File: config.mk
export PLATFORM = sky130hd
export DESIGN_NAME = stopwatch_timer_ctrl_flat
export DESIGN_NICKNAME = d
export VERILOG_FILES = /design/src/rtl/stopwatch_timer_ctrl_if.sv /design/src/rtl/stopwatch_timer_ctrl.sv /design/src/flat_wrapper.sv
export SDC_FILE = /design/constraint.sdc
export NUM_CORES = 1
export LEC_CHECK = 0
export CORE_ASPECT_RATIO = 1.1
export CORE_MARGIN = 2
export CORE_UTILIZATION = 50
export CTS_CLUSTER_SIZE = 16
export DETAILED_ROUTE_END_ITERATION = 6
export GPL_ROUTABILITY_DRIVEN = 0
export GPL_TIMING_DRIVEN = 1
export PLACE_DENSITY = 0.85
export REMOVE_ABC_BUFFERS = 1
export SLEW_MARGIN = 10
export SYNTH_ARGS = -nofsm -noshare
export SYNTH_HDL_FRONTEND = slang
export SYNTH_SLANG_ARGS = --single-unit
File: constraint.sdc
create_clock -name clk -period 2.69 [get_ports clk]
set_input_delay 0.538 -clock clk [delete_from_list [all_inputs] [get_ports clk]]
set_output_delay 0.538 -clock clk [all_outputs]
set_load 0.005 [all_outputs]
File: src/rtl/stopwatch_timer_ctrl_if.sv
// Handshake bundle for the stopwatch/timer controller: control requests in,
// count/status and lap-buffer view out.
interface stopwatch_timer_ctrl_if #(
    parameter int CNT_W = 16
);
    logic             tick;
    logic             start;
    logic             stop;
    logic             reset;
    logic             mode;
    logic [CNT_W-1:0] load_val;
    logic             lap;
    logic             lap_rd;
    logic [CNT_W-1:0] count;
    logic [1:0]       status;
    logic             enable_count;
    logic             expired;
    logic             wrap;
    logic [CNT_W-1:0] lap_data;
    logic             lap_valid;
    logic             lap_full;
    logic             lap_ovf;

    modport master (
        output tick, start, stop, reset, mode, load_val, lap, lap_rd,
        input  count, status, enable_count, expired, wrap,
               lap_data, lap_valid, lap_full, lap_ovf
    );

    modport slave (
        input  tick, start, stop, reset, mode, load_val, lap, lap_rd,
        output count, status, enable_count, expired, wrap,
               lap_data, lap_valid, lap_full, lap_ovf
    );
endinterface

File: src/rtl/stopwatch_timer_ctrl.sv
// Stopwatch / countdown timer FSM with a show-ahead lap capture FIFO.
// Any return to IDLE clears the count, sticky flags and the lap buffer.
module stopwatch_timer_ctrl #(
    parameter int CNT_W     = 16,
    parameter int LAP_DEPTH = 4
) (
    input  logic                  clk,
    input  logic                  rst_n,
    stopwatch_timer_ctrl_if.slave bus
);
    localparam int            PW           = $clog2(LAP_DEPTH);
    localparam logic [PW:0]   LAP_FULL_CNT = (PW+1)'(LAP_DEPTH);

    typedef enum logic [1:0] {
        S_IDLE    = 2'b00,
        S_RUNNING = 2'b01,
        S_PAUSED  = 2'b10,
        S_EXPIRED = 2'b11
    } state_t;

    state_t           r_state;
    logic             r_mode;
    logic [CNT_W-1:0] r_count;
    logic             r_expired;
    logic             r_wrap;
    logic             r_lap_ovf;
    logic [CNT_W-1:0] r_lap_mem [LAP_DEPTH];
    logic [PW-1:0]    r_wr_ptr;
    logic [PW-1:0]    r_rd_ptr;
    logic [PW:0]      r_lap_cnt;

    logic             w_lap_valid;
    logic             w_lap_full;
    logic             w_lap_en;
    logic             w_pop;
    logic             w_push;
    logic             w_drop;
    logic             w_load_zero;
    logic [CNT_W-1:0] w_load_val;

    assign w_lap_valid = (r_lap_cnt != '0);
    assign w_lap_full  = (r_lap_cnt == LAP_FULL_CNT);
    assign w_lap_en    = bus.lap && (r_state == S_RUNNING || r_state == S_PAUSED);
    assign w_pop       = bus.lap_rd && w_lap_valid;
    // A same-cycle pop frees the slot, so a full buffer still accepts the push.
    assign w_push      = w_lap_en && (!w_lap_full || w_pop);
    assign w_drop      = w_lap_en && w_lap_full && !w_pop;
    assign w_load_zero = bus.mode && (bus.load_val == '0);
    assign w_load_val  = bus.mode ? bus.load_val : '0;

    always_ff @(posedge clk) begin
        if (!rst_n) begin
            r_state   <= S_IDLE;
            r_mode    <= 1'b0;
            r_count   <= '0;
            r_expired <= 1'b0;
            r_wrap    <= 1'b0;
            r_lap_ovf <= 1'b0;
            r_wr_ptr  <= '0;
            r_rd_ptr  <= '0;
            r_lap_cnt <= '0;
        end else begin
            r_expired <= 1'b0;
            if (w_pop)  r_rd_ptr <= r_rd_ptr + PW'(1);
            if (w_push) r_wr_ptr <= r_wr_ptr + PW'(1);
            if (w_push && !w_pop)      r_lap_cnt <= r_lap_cnt + (PW+1)'(1);
            else if (w_pop && !w_push) r_lap_cnt <= r_lap_cnt - (PW+1)'(1);
            if (w_drop) r_lap_ovf <= 1'b1;

            if (bus.reset) begin
                // Flush assignments here override the FIFO updates above.
                r_state   <= S_IDLE;
                r_count   <= '0;
                r_wrap    <= 1'b0;
                r_lap_ovf <= 1'b0;
                r_wr_ptr  <= '0;
                r_rd_ptr  <= '0;
                r_lap_cnt <= '0;
            end else begin
                case (r_state)
                    S_IDLE, S_EXPIRED: begin
                        if (bus.start) begin
                            r_mode  <= bus.mode;
                            r_count <= w_load_val;
                            if (w_load_zero) begin
                                r_state   <= S_EXPIRED;
                                r_expired <= 1'b1;
                            end else begin
                                r_state <= S_RUNNING;
                            end
                        end
                    end
                    S_RUNNING: begin
                        if (bus.stop) begin
                            r_state <= S_PAUSED;
                        end else if (bus.tick) begin
                            if (!r_mode) begin
                                r_count <= r_count + CNT_W'(1);
                                if (r_count == '1) r_wrap <= 1'b1;
                            end else if (r_count == CNT_W'(1)) begin
                                r_count   <= '0;
                                r_state   <= S_EXPIRED;
                                r_expired <= 1'b1;
                            end else begin
                                r_count <= r_count - CNT_W'(1);
                            end
                        end
                    end
                    S_PAUSED: begin
                        if (bus.start) r_state <= S_RUNNING;
                    end
                    default: ;
                endcase
            end
        end
    end

    // Storage needs no reset: lap_data is masked while the buffer is empty.
    always_ff @(posedge clk) begin
        if (rst_n && w_push) r_lap_mem[r_wr_ptr] <= r_count;
    end

    assign bus.count        = r_count;
    assign bus.status       = r_state;
    assign bus.enable_count = (r_state == S_RUNNING);
    assign bus.expired      = r_expired;
    assign bus.wrap         = r_wrap;
    assign bus.lap_data     = w_lap_valid ? r_lap_mem[r_rd_ptr] : '0;
    assign bus.lap_valid    = w_lap_valid;
    assign bus.lap_full     = w_lap_full;
    assign bus.lap_ovf      = r_lap_ovf;
endmodule

File: src/flat_wrapper.sv
// flat-port wrapper written by rule: the top's interface ports become plain ports
module stopwatch_timer_ctrl_flat 
#(
    parameter int CNT_W     = 16,
    parameter int LAP_DEPTH = 4
)
  (clk, rst_n, bus_tick, bus_start, bus_stop, bus_reset, bus_mode, bus_load_val, bus_lap, bus_lap_rd, bus_count, bus_status, bus_enable_count, bus_expired, bus_wrap, bus_lap_data, bus_lap_valid, bus_lap_full, bus_lap_ovf);
  stopwatch_timer_ctrl_if #(.CNT_W(CNT_W)) bus_i ();
  input  logic clk;
  input  logic rst_n;
  input wire logic [$bits(bus_i.tick)-1:0] bus_tick;
  input wire logic [$bits(bus_i.start)-1:0] bus_start;
  input wire logic [$bits(bus_i.stop)-1:0] bus_stop;
  input wire logic [$bits(bus_i.reset)-1:0] bus_reset;
  input wire logic [$bits(bus_i.mode)-1:0] bus_mode;
  input wire logic [$bits(bus_i.load_val)-1:0] bus_load_val;
  input wire logic [$bits(bus_i.lap)-1:0] bus_lap;
  input wire logic [$bits(bus_i.lap_rd)-1:0] bus_lap_rd;
  output wire logic [$bits(bus_i.count)-1:0] bus_count;
  output wire logic [$bits(bus_i.status)-1:0] bus_status;
  output wire logic [$bits(bus_i.enable_count)-1:0] bus_enable_count;
  output wire logic [$bits(bus_i.expired)-1:0] bus_expired;
  output wire logic [$bits(bus_i.wrap)-1:0] bus_wrap;
  output wire logic [$bits(bus_i.lap_data)-1:0] bus_lap_data;
  output wire logic [$bits(bus_i.lap_valid)-1:0] bus_lap_valid;
  output wire logic [$bits(bus_i.lap_full)-1:0] bus_lap_full;
  output wire logic [$bits(bus_i.lap_ovf)-1:0] bus_lap_ovf;
  assign bus_i.tick = bus_tick;
  assign bus_i.start = bus_start;
  assign bus_i.stop = bus_stop;
  assign bus_i.reset = bus_reset;
  assign bus_i.mode = bus_mode;
  assign bus_i.load_val = bus_load_val;
  assign bus_i.lap = bus_lap;
  assign bus_i.lap_rd = bus_lap_rd;
  assign bus_count = bus_i.count;
  assign bus_status = bus_i.status;
  assign bus_enable_count = bus_i.enable_count;
  assign bus_expired = bus_i.expired;
  assign bus_wrap = bus_i.wrap;
  assign bus_lap_data = bus_i.lap_data;
  assign bus_lap_valid = bus_i.lap_valid;
  assign bus_lap_full = bus_i.lap_full;
  assign bus_lap_ovf = bus_i.lap_ovf;
  stopwatch_timer_ctrl #(.CNT_W(CNT_W), .LAP_DEPTH(LAP_DEPTH)) u_core (.clk(clk), .rst_n(rst_n), .bus(bus_i));
endmodule
==> metrics.yaml, run 1 <==
power:
  p_leak_nw: 2.08
  power_density_nw_per_um2: 520
  vdd_drop_max_v: 0.000263
floorplan:
  die_h_microns: 107
  std_cell_rows: 37
  initial_utilization_pct: 51.8
  ioPinCount: 65
  core_sq_um: 9400
  die_x_microns: 98.1
  dieArea_sq_um: 10500
clock_tree:
  cts_setup_buffers: 0
  path_clk_slew_ns: 0.09
  ctsHoldBuffers: 0
  cts_tree: "built"
  cts.htree.levels: 3
  cts.repair.resized: 0
  clk_latency_ns: 0.36
  cts_root_buf: "clkbuf_8"
  cts_buffers: 9
  cts_buffer_depth: 2
  cts_sinks: 95
detailed_routing:
  drc: 0
  firstDrtPassIters: 4
  routed_via_density: 6.06
  drt-total-wl_microns: 11500
  drtAntennaViolNets: 0
  drtIter0Drc: 287
  vias: 3762
  wl_per_cell_microns: 18.5
global_route:
  grt_remaining_overflow: 0
  grt_use_total_pct: 22.7
  grt_max_degree: 21
  grt_pass1_wl_microns: 19000
  grt_pass1_vias: 3790
  antenna_found_initial: 0
logic_synthesis:
  ys.flop_type: "edfxtp_1"
  ys_async_sr_fraction_pct: 0
  synth_edf_count: 64
  synth_area_leaders: "edfxtp_1 39%, dfxtp_1 13%, mux4_2 7.4%"
  syn_area_per_cell_sq_um: 11.6
  ys_seq_area_share_pct: 52.2
  syn-cell-area_sq_um: 4870
  yosysWarnings: 0
  ys_types: 62
  syn_inst: 418
  synth_top_cell_by_area: "edfxtp_1"
  synth-seq-cells: 95
  post-synth-top-area-fraction_pct: 39.5
timing:
  fin_skew_ns: 0.00793
  hold_viol: 0
  finalSetupViolCount: 0
  maxSlewHeadroom_pct: 58.6
  min_period_ns: 2.60
  rsz0062_at_grt: "no"
  tightest_slew_ns: 0.621
  clock.fmax_ghz: 0.385
  fin_crit_sh_pct: 96.6
  slew_viol_final: 0
worst_setup_path:
  startpoint_type: "flip-flop"
  path_class: "reg2out"
  arrival_ns: 2.06
  crit_path_end_kind: "primary output"
  path_max_fanout: 16
  critical_path_required_ns: 2.15
place:
  dpl.cell_count: 605
  place_area_sq_um: 5800
  io_buffers: 64
  dp_hpwl_microns: 8010
layout:
  mostFrequentLayoutCells: "64 x clkdlybuf4s50_1, 64 x edfxtp_1, 36 x buf_4"
  final_layout_size_suffix_gt1_share_pct: 16.7
  num-nets-final: 535
  stdcell_count: 621
  num_antenna_cells: 0
  fin_area_sq_um: 5990
  syn_to_final_growth_pct: 23.1
hold_path:
  hp-class: "reg2reg"
run:
  drv_cap: 0
run_status:
  status: "finished clean"
[worst max-delay path, cell delays in order, from the launching register on]
cell and delay (ns):
dfxtp_1 0.36, buf_12 0.19, mux4_2 0.54, and2_1 0.17, clkdlybuf4s50_1 0.43
[synthesized netlist by cell type (4+ instances only)]
| cell | instances |
|---|---|
| nand3_1 | 10 |
| clkbuf_1 | 22 |
| o31ai_1 | 6 |
| mux4_2 | 16 |
| nor3_1 | 8 |
| xnor2_1 | 11 |
| ha_1 | 10 |
| nand2_1 | 27 |
| a21oi_1 | 19 |
| nor2_1 | 26 |
| a31oi_1 | 5 |
| and2_1 | 17 |
| buf_2 | 7 |
| edfxtp_1 | 64 |
| or3_1 | 4 |
| inv_1 | 11 |
| nand2b_1 | 4 |
| o21ai_0 | 12 |
| a211oi_1 | 6 |
| and3_1 | 8 |
| xor2_1 | 10 |
| nor4b_1 | 4 |
| nor2b_1 | 7 |
| dfxtp_1 | 31 |
| nand4_1 | 8 |
| nor4_1 | 10 |
[logic make-up after synthesis]
kind of cell	Yosys count	share of synthesized area [%]
AOI/OAI and AO/OA	78	11.6
xor gates and xnor gates	21	3.78
adders and majority gates	11	2.98
buffers and inverters	42	3.73
DFF	95	52.2
muxes	19	8.02
and+or+nand+nor	152	17.6
[report_power, final]
group | switching [mW] | internal (mW)
Clock | 0.480 | 0.395
Combinational | 0.330 | 0.294
Sequential | 0.0340 | 1.58
[per-stage QoR]
| stage | worst slack (ns) | TNS (ns) | util [%] | power, mW | hold slack [ns] |
|---|---|---|---|---|---|
| CTS | 0.0563 | 0 | 63.7 | 3.12 | 0.496 |
| detailed placement | -0.0382 | -0.0382 | 61.7 | 2.26 | 0.466 |
| floorplan | 0.0223 | 0 | - | 1.99 | 0.461 |
| finish | 0.0917 | 0 | 63.7 | 3.11 | 0.494 |
| global route | 0.0161 | 0 | 63.7 | 3.24 | 0.534 |
| global placement | 0.0484 | 0 | 61.7 | 2.24 | 0.463 |
[per-layer routing]
metal | global-route usage [%] | share of wire (%)
met1 | 28.6 | 41
met2 | 39.4 | 51
met3 | 3.31 | 6.0
met4 | 9.33 | 2.5
met5 | 0 | 0
[state kept, by name, indices dropped and copies added, names as in the netlist, named ones only]
signal	count
u_core.bus.count	16
u_core.bus.expired	1
u_core.bus.lap_ovf	1
u_core.bus.status	2
u_core.bus.wrap	1
u_core.r_lap_cnt	3
u_core.r_lap_mem	64
u_core.r_mode	1
u_core.r_rd_ptr	2
u_core.r_wr_ptr	2
[area by class of cell]
class | instances | area [sq um]
Fill cell | 713 | 3410
Sequential cell | 95 | 2540
Multi-Input combinational cell | 281 | 2140
Timing Repair Buffer | 101 | 931
Clock buffer | 12 | 156
Tap cell | 117 | 146
Inverter | 11 | 41.3
Clock inverter | 4 | 28.8
[final timing paths]
kind | from | endpoint | slack [ns] | depth (start not counted)
worst min register to register | u_core.bus.wrap | u_core.bus.wrap | 0.49 | 2
worst max-delay path | flip-flop | bus_lap_data[5] | 0.09 | 4
worst min-delay path | u_core.bus.wrap | u_core.bus.wrap | 0.49 | 2
worst max register to register | u_core.bus.count[1] | u_core.bus.count[5] | 0.16 | 7
(Power assumes the default switching activity.)
==> run 2, diff against run 1 <==
--- a/config.mk
+++ b/config.mk
@@ -18,3 +18,4 @@
 export SYNTH_ARGS = -nofsm -noshare
 export SYNTH_HDL_FRONTEND = slang
 export SYNTH_SLANG_ARGS = --single-unit
+export TNS_END_PERCENT = 50
==> results of run 2 <==
Final layout, timing and power as in run 1 (identical DEF).
